==> src/rtl/opamp_pkg.sv <==
// Shared types and constants for the op-amp gain-range scheduler.
// Latency: none (declarations only).
// Backpressure: not applicable.
package opamp_pkg;

  localparam int IDX_W = 2;

  typedef logic [IDX_W-1:0] idx_t;

  typedef enum logic [1:0] {
    ST_TRACK   = 2'd0,
    ST_QUALIFY = 2'd1,
    ST_SETTLE  = 2'd2
  } state_t;

  // IEEE-754 single-precision gains, one per range (low magnitude -> high gain).
  localparam logic [31:0] GAIN_270 = 32'h4387_0000;
  localparam logic [31:0] GAIN_100 = 32'h42C8_0000;
  localparam logic [31:0] GAIN_50  = 32'h4248_0000;
  localparam logic [31:0] GAIN_10  = 32'h4120_0000;

  function automatic logic [31:0] gain_of(input idx_t idx);
    logic [31:0] g;
    case (idx)
      2'd0:    g = GAIN_270;
      2'd1:    g = GAIN_100;
      2'd2:    g = GAIN_50;
      default: g = GAIN_10;
    endcase
    return g;
  endfunction

endpackage

==> src/rtl/gain_range_decode.sv <==
// Maps an unsigned magnitude onto one of four gain ranges by threshold compare.
// Latency: combinational.
// Backpressure: none; pure function of the input.
module gain_range_decode
  import opamp_pkg::*;
#(
  parameter int W  = 16,
  parameter int T1 = 100,
  parameter int T2 = 500,
  parameter int T3 = 2400
) (
  input  logic [W-1:0] v_i,
  output idx_t         idx_o
);

  // Range 0 and 1 upper bounds are inclusive; range 3 lower bound is inclusive.
  always_comb begin
    idx_o = 2'd0;
    if (v_i >= W'(T3))      idx_o = 2'd3;
    else if (v_i > W'(T2))  idx_o = 2'd2;
    else if (v_i > W'(T1))  idx_o = 2'd1;
  end

endmodule

==> src/rtl/opamp_gain_scheduler.sv <==
// Gain-range controller: hysteresis + dwell qualification, then a hold window after each switch.
// Latency: qualified switch lands one edge after the qualifying sample; force switch on the sampling edge.
// Backpressure: none; samples arriving during the hold window are dropped.
module opamp_gain_scheduler
  import opamp_pkg::*;
#(
  parameter int C_WIDTH    = 16,
  parameter int T1         = 100,
  parameter int T2         = 500,
  parameter int T3         = 2400,
  parameter int HYST       = 8,
  parameter int DWELL      = 4,
  parameter int SETTLE_CYC = 16
) (
  input  logic               clk_100k,
  input  logic               reset_n,
  input  logic [C_WIDTH-1:0] non_inv,
  input  logic               in_valid,
  input  logic               force_en,
  input  logic [1:0]         force_idx,
  output logic [31:0]        gain,
  output logic [1:0]         gain_idx,
  output logic               gain_change,
  output logic               hold,
  output logic               busy
);

  localparam int DW_W = $clog2(DWELL + 1);
  localparam int SC_W = (SETTLE_CYC > 1) ? $clog2(SETTLE_CYC) : 1;

  state_t            state_q, state_d;
  idx_t              gain_idx_q, gain_idx_d;
  logic [31:0]       gain_q, gain_d;
  logic              gain_change_q, gain_change_d;
  logic              hold_q, hold_d;
  idx_t              cand_q, cand_d;
  logic [DW_W-1:0]   dwell_q, dwell_d;
  logic [SC_W-1:0]   settle_q, settle_d;
  // Set on the qualifying sample edge; the switch itself lands on the next edge.
  logic              pend_q, pend_d;

  logic [C_WIDTH:0]   dn_sum;
  logic [C_WIDTH-1:0] dn_sat;
  idx_t               raw_up;
  idx_t               raw_dn;
  idx_t               tgt;
  logic [DW_W-1:0]    dwell_inc;
  logic               do_sw;
  idx_t               sw_idx;

  // Downward decisions look at the sample pushed up by the hysteresis margin, saturated.
  always_comb begin
    dn_sum = {1'b0, non_inv} + (C_WIDTH + 1)'(HYST);
    dn_sat = dn_sum[C_WIDTH] ? '1 : dn_sum[C_WIDTH-1:0];
  end

  gain_range_decode #(.W(C_WIDTH), .T1(T1), .T2(T2), .T3(T3)) u_dec_up (
    .v_i   (non_inv),
    .idx_o (raw_up)
  );

  gain_range_decode #(.W(C_WIDTH), .T1(T1), .T2(T2), .T3(T3)) u_dec_dn (
    .v_i   (dn_sat),
    .idx_o (raw_dn)
  );

  // Target range: climb at the plain threshold, descend only past the margin.
  always_comb begin
    tgt = gain_idx_q;
    if (raw_up > gain_idx_q)      tgt = raw_up;
    else if (raw_dn < gain_idx_q) tgt = raw_dn;
  end

  assign dwell_inc = dwell_q + 1'b1;

  // Next-state logic: dwell qualification, settle countdown, force override.
  always_comb begin
    state_d       = state_q;
    gain_idx_d    = gain_idx_q;
    gain_d        = gain_q;
    gain_change_d = 1'b0;
    hold_d        = hold_q;
    cand_d        = cand_q;
    dwell_d       = dwell_q;
    settle_d      = settle_q;
    pend_d        = pend_q;
    do_sw         = 1'b0;
    sw_idx        = cand_q;

    case (state_q)
      ST_TRACK: begin
        if (!force_en && in_valid && (tgt != gain_idx_q)) begin
          cand_d  = tgt;
          dwell_d = DW_W'(1);
          pend_d  = (DWELL == 1);
          state_d = ST_QUALIFY;
        end
      end
      ST_QUALIFY: begin
        if (force_en) begin
          if (force_idx == gain_idx_q) begin
            state_d = ST_TRACK;
            dwell_d = '0;
            pend_d  = 1'b0;
          end
        end else if (pend_q) begin
          do_sw = 1'b1;
        end else if (in_valid) begin
          if (tgt == cand_q) begin
            dwell_d = dwell_inc;
            pend_d  = (dwell_inc == DW_W'(DWELL));
          end else if (tgt == gain_idx_q) begin
            state_d = ST_TRACK;
            dwell_d = '0;
          end else begin
            cand_d  = tgt;
            dwell_d = DW_W'(1);
            pend_d  = (DWELL == 1);
          end
        end
      end
      ST_SETTLE: begin
        if (settle_q == '0) begin
          hold_d  = 1'b0;
          state_d = ST_TRACK;
        end else begin
          settle_d = settle_q - 1'b1;
        end
      end
      default: state_d = ST_TRACK;
    endcase

    if (force_en && (force_idx != gain_idx_q)) begin
      do_sw  = 1'b1;
      sw_idx = force_idx;
    end

    if (do_sw) begin
      gain_idx_d    = sw_idx;
      gain_d        = gain_of(sw_idx);
      gain_change_d = 1'b1;
      hold_d        = 1'b1;
      settle_d      = SC_W'(SETTLE_CYC - 1);
      state_d       = ST_SETTLE;
      dwell_d       = '0;
      pend_d        = 1'b0;
    end
  end

  // State and output registers; reset drops hold and restores range 0 at once.
  always_ff @(posedge clk_100k or negedge reset_n) begin
    if (!reset_n) begin
      state_q       <= ST_TRACK;
      gain_idx_q    <= 2'd0;
      gain_q        <= GAIN_270;
      gain_change_q <= 1'b0;
      hold_q        <= 1'b0;
      cand_q        <= 2'd0;
      dwell_q       <= '0;
      settle_q      <= '0;
      pend_q        <= 1'b0;
    end else begin
      state_q       <= state_d;
      gain_idx_q    <= gain_idx_d;
      gain_q        <= gain_d;
      gain_change_q <= gain_change_d;
      hold_q        <= hold_d;
      cand_q        <= cand_d;
      dwell_q       <= dwell_d;
      settle_q      <= settle_d;
      pend_q        <= pend_d;
    end
  end

  assign gain        = gain_q;
  assign gain_idx    = gain_idx_q;
  assign gain_change = gain_change_q;
  assign hold        = hold_q;
  assign busy        = (state_q != ST_TRACK);

endmodule

==> config.mk <==
export PLATFORM = sky130hd
export DESIGN_NAME = opamp_gain_scheduler
export DESIGN_NICKNAME = d
export VERILOG_FILES = /design/src/rtl/opamp_pkg.sv /design/src/rtl/gain_range_decode.sv /design/src/rtl/opamp_gain_scheduler.sv
export SDC_FILE = /design/constraint.sdc
export NUM_CORES = 1
export LEC_CHECK = 0
export ABC_AREA = 1
export CAP_MARGIN = 20
export CORE_MARGIN = 5
export CORE_UTILIZATION = 45
export DETAILED_ROUTE_END_ITERATION = 8
export GPL_TIMING_DRIVEN = 0
export PLACE_DENSITY = 0.74
export SYNTH_ARGS = -nofsm -noshare
export SYNTH_HDL_FRONTEND = slang
export SYNTH_SLANG_ARGS = --single-unit
==> constraint.sdc <==
create_clock -name clk_100k -period 6.1 [get_ports clk_100k]
set_clock_uncertainty 0.2 [all_clocks]
set_input_delay 0.61 -clock clk_100k [delete_from_list [all_inputs] [get_ports clk_100k]]
set_output_delay 0.61 -clock clk_100k [all_outputs]
set_load 0.1 [all_outputs]
==> results of run 1 <==
cells by family (layout without fill, tap and decap cells):
logic type	count (synthesis)	count (layout)	share of synthesized area [%]
AO/OA/AOI/OAI	32	32	7.64
adder cells (fa/ha/maj)	10	10	5.27
flip-flops	22	22	23.4
buffers and inverters	75	116	16.0
AND/OR/NAND/NOR	203	203	46.2
XOR/XNOR	3	3	1.11
other	2	23	0.316
report_power, final:
group          internal [uW]  leakage (uW)  total (uW)  switching (uW)
Clock                   87.9     0.0000357         141            52.7
Combinational            241       0.00124         893             653
Sequential               208      0.000253         250            42.7
Total                    536       0.00152        1280             748
cells in the mapped netlist (2+ instances only):
master	instances
nor2_2	3
or2_2	3
inv_2	3
nand3_4	2
inv_1	44
o21bai_1	3
nand3_2	8
conb_1	2
nor2_8	3
dfstp_2	4
nand3_1	29
o21ai_0	12
nor2_4	3
o21ai_1	5
nand2_1	83
buf_4	26
nand2_2	9
nor3_1	5
ha_1	10
nand2_4	9
dfrtp_1	18
nand3b_1	2
nor2_1	33
a21oi_1	7
nand4_1	9
xor2_1	3
cell usage in the layout, fill, tap and decap left out, drive strengths merged:
master / netlist / final
nand3: 39 / 39
nand2: 101 / 101
bufinv: 0 / 1
or2: 3 / 3
clkdlybuf4s50: 0 / 35
nor2: 42 / 42
xor2: 3 / 3
nand4: 9 / 9
clkbuf: 0 / 3
dfstp: 4 / 4
a21o: 1 / 1
o21bai: 3 / 3
conb: 2 / 23
clkinv: 1 / 1
o21ai: 17 / 17
nor4: 1 / 1
o21a: 1 / 1
a21oi: 8 / 8
ha: 10 / 10
inv: 47 / 47
a211oi: 1 / 1
nand3b: 2 / 2
nor3: 6 / 6
dfrtp: 18 / 18
buf: 27 / 29
o31ai: 1 / 1
worst min-delay path, delay by kind of cell (launching register included):
family,cells,cell delay (ns)
flip-flops,1,0.34
AND/OR/NAND/NOR,2,0.11
flip-flops by register name, indices dropped and copies added (netlist names):
signal,count
gain_change,1
state_q,2
hold,1
settle_q,4
pend_q,1
gain_idx,2
dwell_q,3
cand_q,2
gain,6
worst max-delay path by stage:
stage | cells after the start | slack [ns] | end | from
2_1_floorplan | 25 | 2.83 | cand_q[1] | non_inv[3]
3_3_place_gp | 23 | 1.77 | state_q[0] | non_inv[3]
3_5_place_dp | 23 | 1.71 | state_q[0] | non_inv[3]
4_1_cts | 23 | 1.98 | state_q[0] | non_inv[3]
5_1_grt | 23 | 1.60 | state_q[0] | non_inv[3]
6_report | 23 | 1.94 | state_q[0] | non_inv[3]
through the flow:
step	instance area, sq um	util [%]	cells	power [uW]	setup WS, ns
finish	2990	58.6	479	1280	1.94
global placement	2890	56.6	473	1130	1.77
CTS	2970	58.1	478	1290	1.98
global route	2990	58.6	479	1380	1.60
detailed placement	2900	56.7	474	1140	1.71
floorplan	2450	-	368	965	2.83
final cells by class:
class                   count  area, sq um  share of cell area (%)
flip-flops and latches     22          556                    18.6
well taps                  70         87.6                    2.93
repair buffers             37          383                    12.8
inverters                  48          180                    6.02
clock inverters             1         30.0                    1.00
clock buffers               3         41.3                    1.38
multi-input cells         271         1520                    50.6
plain buffers              27          200                    6.69
metal layers:
layer  share of wire [%]  routed length (um)
met3                 6.3                 334
met1                  48                2530
met5                   0                   0
met4                0.79                  42
met2                  45                2410
==> reports/results.ini, run 1 <==
[floorplanning]
die_h_um = 82.6
start_util_pct = 46.5
die-area_sq_um = 6830
num_rows = 26
core_sq_um = 5110
ios = 59
die_w_um = 82.6

[global_routing]
busiest_layer = met2
grt_pass1_wl_um = 9140
grt_max_degree = 23
grt-ovfl-total = 0
met3_usage_pct = 3.04
grt_antenna_before_repair = 0
grt_pass1_vias = 2117
grt_use_met2_pct = 27.9
grtUsageMet1_pct = 22.8
grt.total_usage_pct = 16.8

[logic_synthesis]
synth_area_sq_um = 2370
yosysWarnings = 0
synth_ff_type = dfrtp_1
async_flop_share_pct = 100
ys_seq_elements = 22
yosysTopAreaCell = dfrtp_1
synthDistinctLibCells = 35
synth-edff-count = 0
synth_seq_area_share_pct = 23.4
synthTopCellsByArea = dfrtp_1, nand2_1, buf_4, inv_1, nand3_1
syn_inst = 347
synth_top_area_share_pct = 19.0
syn_area_per_cell_sq_um = 6.84

[routing]
vias = 2260
drc = 0
first_pass_iters = 7
drt_iter0_markers = 93
wl_per_cell_um = 11.1
wl_um = 5310
detail-route-antenna-nets = 0
avgViaCountPerCell = 4.72

[run_status]
status = finished, final reports clean

[cts]
cts_buffers = 3
cts_tree = built
worstSkewPairLatency_ns = 0.27
clk_pin_slew_ns = 0.09
post_cts_resized = 0
cts_hold_buffers = 0
root_buffer = clkbuf_8
post-cts-setup-buffers = 0
h-tree-depth = 1
cts_sinks = 22
cts_buffer_depth = 2

[timing]
slew_viol_final = 0
setup_tns_ns = 0
fin_crit_sh_pct = 68.3
holdWs_ns = 0.284
hold_viol = 0
fmax_mhz = 240
min_period_ns = 4.16
rsz0062_at_grt = false
relSlewSlack_pct = 33.3
tightest_slew_ns = 0.997
setup_violations = 0

[setup_path]
worstSetupPathType = primary input to flop
crit_fanout = 7
crit_path_cell_trace = clkdlybuf4s50_1, ha_1, inv_1, nor2_8, nand3_2, inv_2, nand2_1, nand2_1, nand2_1, nor2_2, nand3_2, a21oi_2, inv_1, ha_1, o21ai_0, xor2_1, nand2_1, nor2_1, nand2_1, nand2_1, nand3b_1, nor2_1, nor2_1
rr_worst_depth = 13
rr_endpoint = state_q[0]
cpMaxStageDelayCell = clkdlybuf4s50_1
end_kind = flop
worstSetupStartpointType = primary input
cp.required_ns = 6.08
crit_family = simple AND/OR/NAND/NOR gates
path_buf_inv = 4
r2r_setup_slack_ns = 3.35
crit_arrival_ns = 4.14
slowest_delay_ns = 0.62
timing.rr.start = gain_idx[1]
crit_path_frequent_cell = nand2_1

[min_path]
min_path_type = flop to flop
hold_depth = 2
hold_end = hold
hp-start = hold

[final_layout]
antenna_cells = 0
final_nets = 442
num-fill-cells = 492
drive_gt1_share_pct = 20.0
area_delta_synth_final_pct = 26.1

[placed_design]
port_buffers = 35
place_hpwl_um = 4340
gp_congestion = 0.851

[power]
leakage_uw = 0.00152
ir_worst_vdd_mv = 0.503
powerDensity_nw_per_um2 = 429

[flow_run]
cap_violations = 0

Note: power is estimated with default switching activity, not from simulation.
==> run 2: changes to the inputs <==
- clock period: 6.1 -> 4.31 ns (I/O delays scaled with it)
==> run 2 against run 1 <==
Sequential share of layout area did not move. Die area did not move. Count of clock-buffer cells in the layout did not move. Via count fell by 0.22%. Register-to-register slack got worse by 1.7 ns. Critical path depth rose by 3. Critical path type unchanged. Critical endpoint unchanged. Largest cell class unchanged.
==> reports/results.ini, run 2 (synthesis results as in run 1) <==
[run_status]
status = finished, final reports clean

[routing]
wl_um = 5320
detail-route-antenna-nets = 0
first_pass_iters = 5
avgViaCountPerCell = 4.71
drc = 0
vias = 2255
wl_per_cell_um = 11.1
drt_iter0_markers = 94

[cts]
cts_tree = built
cts_buffer_depth = 2
post_cts_resized = 0
cts_buffers = 3
worstSkewPairLatency_ns = 0.27
h-tree-depth = 1
cts_hold_buffers = 0
cts_sinks = 22
root_buffer = clkbuf_8
clk_pin_slew_ns = 0.09
post-cts-setup-buffers = 0

[placed_design]
post-place-ws_ns = 0.0972
place_hpwl_um = 4340
gp_congestion = 0.851
port_buffers = 35

[global_routing]
grt_antenna_before_repair = 0
grt_pass1_wl_um = 9140
grt_pass1_vias = 2117
grt.total_usage_pct = 16.8
grt-ovfl-total = 0
grt_max_degree = 23

[floorplanning]
die-area_sq_um = 6830
core_sq_um = 5110
start_util_pct = 46.5
die_w_um = 82.6
ios = 59
num_rows = 26
die_h_um = 82.6

[timing]
setup_tns_ns = 0
hold_viol = 0
relSlewSlack_pct = 33.3
fmax_mhz = 260
setup_violations = 0
rsz0062_at_grt = false
postLayoutSetupSlackWorst_ns = 0.457
slew_viol_final = 0
fin_crit_sh_pct = 89.4
min_period_ns = 3.85
tightest_slew_ns = 0.997

[power]
powerDensity_nw_per_um2 = 608
p_sw_share_pct = 58.3
leakage_uw = 0.00152
pwr-share-seq_pct = 19.5
combPwrFrac_pct = 69.6
p_sw_uw = 1060
pwr-share-clk_pct = 10.9
p_int_uw = 759
ir_worst_vdd_mv = 0.711

[setup_path]
rr_worst_depth = 14
r2r_setup_slack_ns = 1.61
crit_arrival_ns = 3.83
worstSetupPathType = primary input to flop
crit_fanout = 7
rr_endpoint = state_q[0]
worstSetupStartpointType = primary input
critPathLaunch = non_inv[3]
slowest_delay_ns = 0.62
cp.required_ns = 4.29
timing.rr.start = gain_idx[1]
cpMaxStageDelayCell = clkdlybuf4s50_1
setup.worst_path.end = state_q[0]
end_kind = flop

[final_layout]
num-fill-cells = 492
antenna_cells = 0
final_common_cell = nand2_1
area_delta_synth_final_pct = 26.1
drive_gt1_share_pct = 20.0
mostFrequentLayoutCells = nand2_1, inv_1, clkdlybuf4s50_1
final_nets = 442
multiInputGateArea_sq_um = 1520
regArea_sq_um = 556
largest_reg_flops = 6

[flow_run]
cap_violations = 0

[min_path]
min_path_type = primary input to async pin

[run 2: per-layer routing]
| metal | vias to the layer above | wire length [um] | track usage [%] |
|---|---|---|---|
| met5 | - | 0 | 0 |
| met4 | 0 | 42 | 3.59 |
| met3 | 4 | 334 | 3.04 |
| met2 | 70 | 2400 | 27.9 |
| met1 | 990 | 2540 | 22.8 |
| li1 | 1191 | - | - |
[run 2: metrics by stage]
stage               utilization [%]  cell area [sq um]  instances  power [uW]  hold slack (ns)
finish                         58.6               2990        479        1820            0.230
detailed placement             56.7               2900        474        1620            0.265
global placement               56.6               2890        473        1590            0.264
CTS                            58.1               2970        478        1820            0.288
floorplan                         -               2450        368        1370          -0.0646
global route                   58.6               2990        479        1950            0.251
[run 2: power by group through the flow]
| stage | sequential (uW) | clock, uW | combinational [uW] |
|---|---|---|---|
| 2_1_floorplan | 627 | 0 | 739 |
| 6_report | 354 | 199 | 1270 |
| 3_5_place_dp | 356 | 0 | 1260 |
| 5_1_grt | 369 | 213 | 1370 |
| 4_1_cts | 355 | 203 | 1260 |
| 3_3_place_gp | 355 | 0 | 1240 |
[run 2: worst max-delay path: cells and delay by family]
family | cells | cell delay [ns]
and+or+nand+nor | 19 | 1.72
buffers and inverters | 4 | 0.92
adders and majority gates | 2 | 0.61
AOI/OAI and AO/OA | 1 | 0.13
[run 2: area by class of cell]
type | count | share of cell area [%]
multi-input combinational | 271 | 50.6
sequential | 22 | 18.6
timing repair buffer | 37 | 12.8
buffer | 27 | 6.69
inverter | 48 | 6.02
tap | 70 | 2.93
clock buffer | 3 | 1.38
clock inverter | 1 | 1.00
[run 2: how the worst min path moves through the flow]
| stage | cells after the start | end | from |
|---|---|---|---|
| floorplan | 0 | cand_q[0] | reset_n |
| global placement | 2 | gain[21] | gain[21] |
| detailed placement | 2 | hold | hold |
| CTS | 2 | hold | hold |
| global route | 1 | dwell_q[1] | reset_n |
| finish | 1 | dwell_q[1] | reset_n |
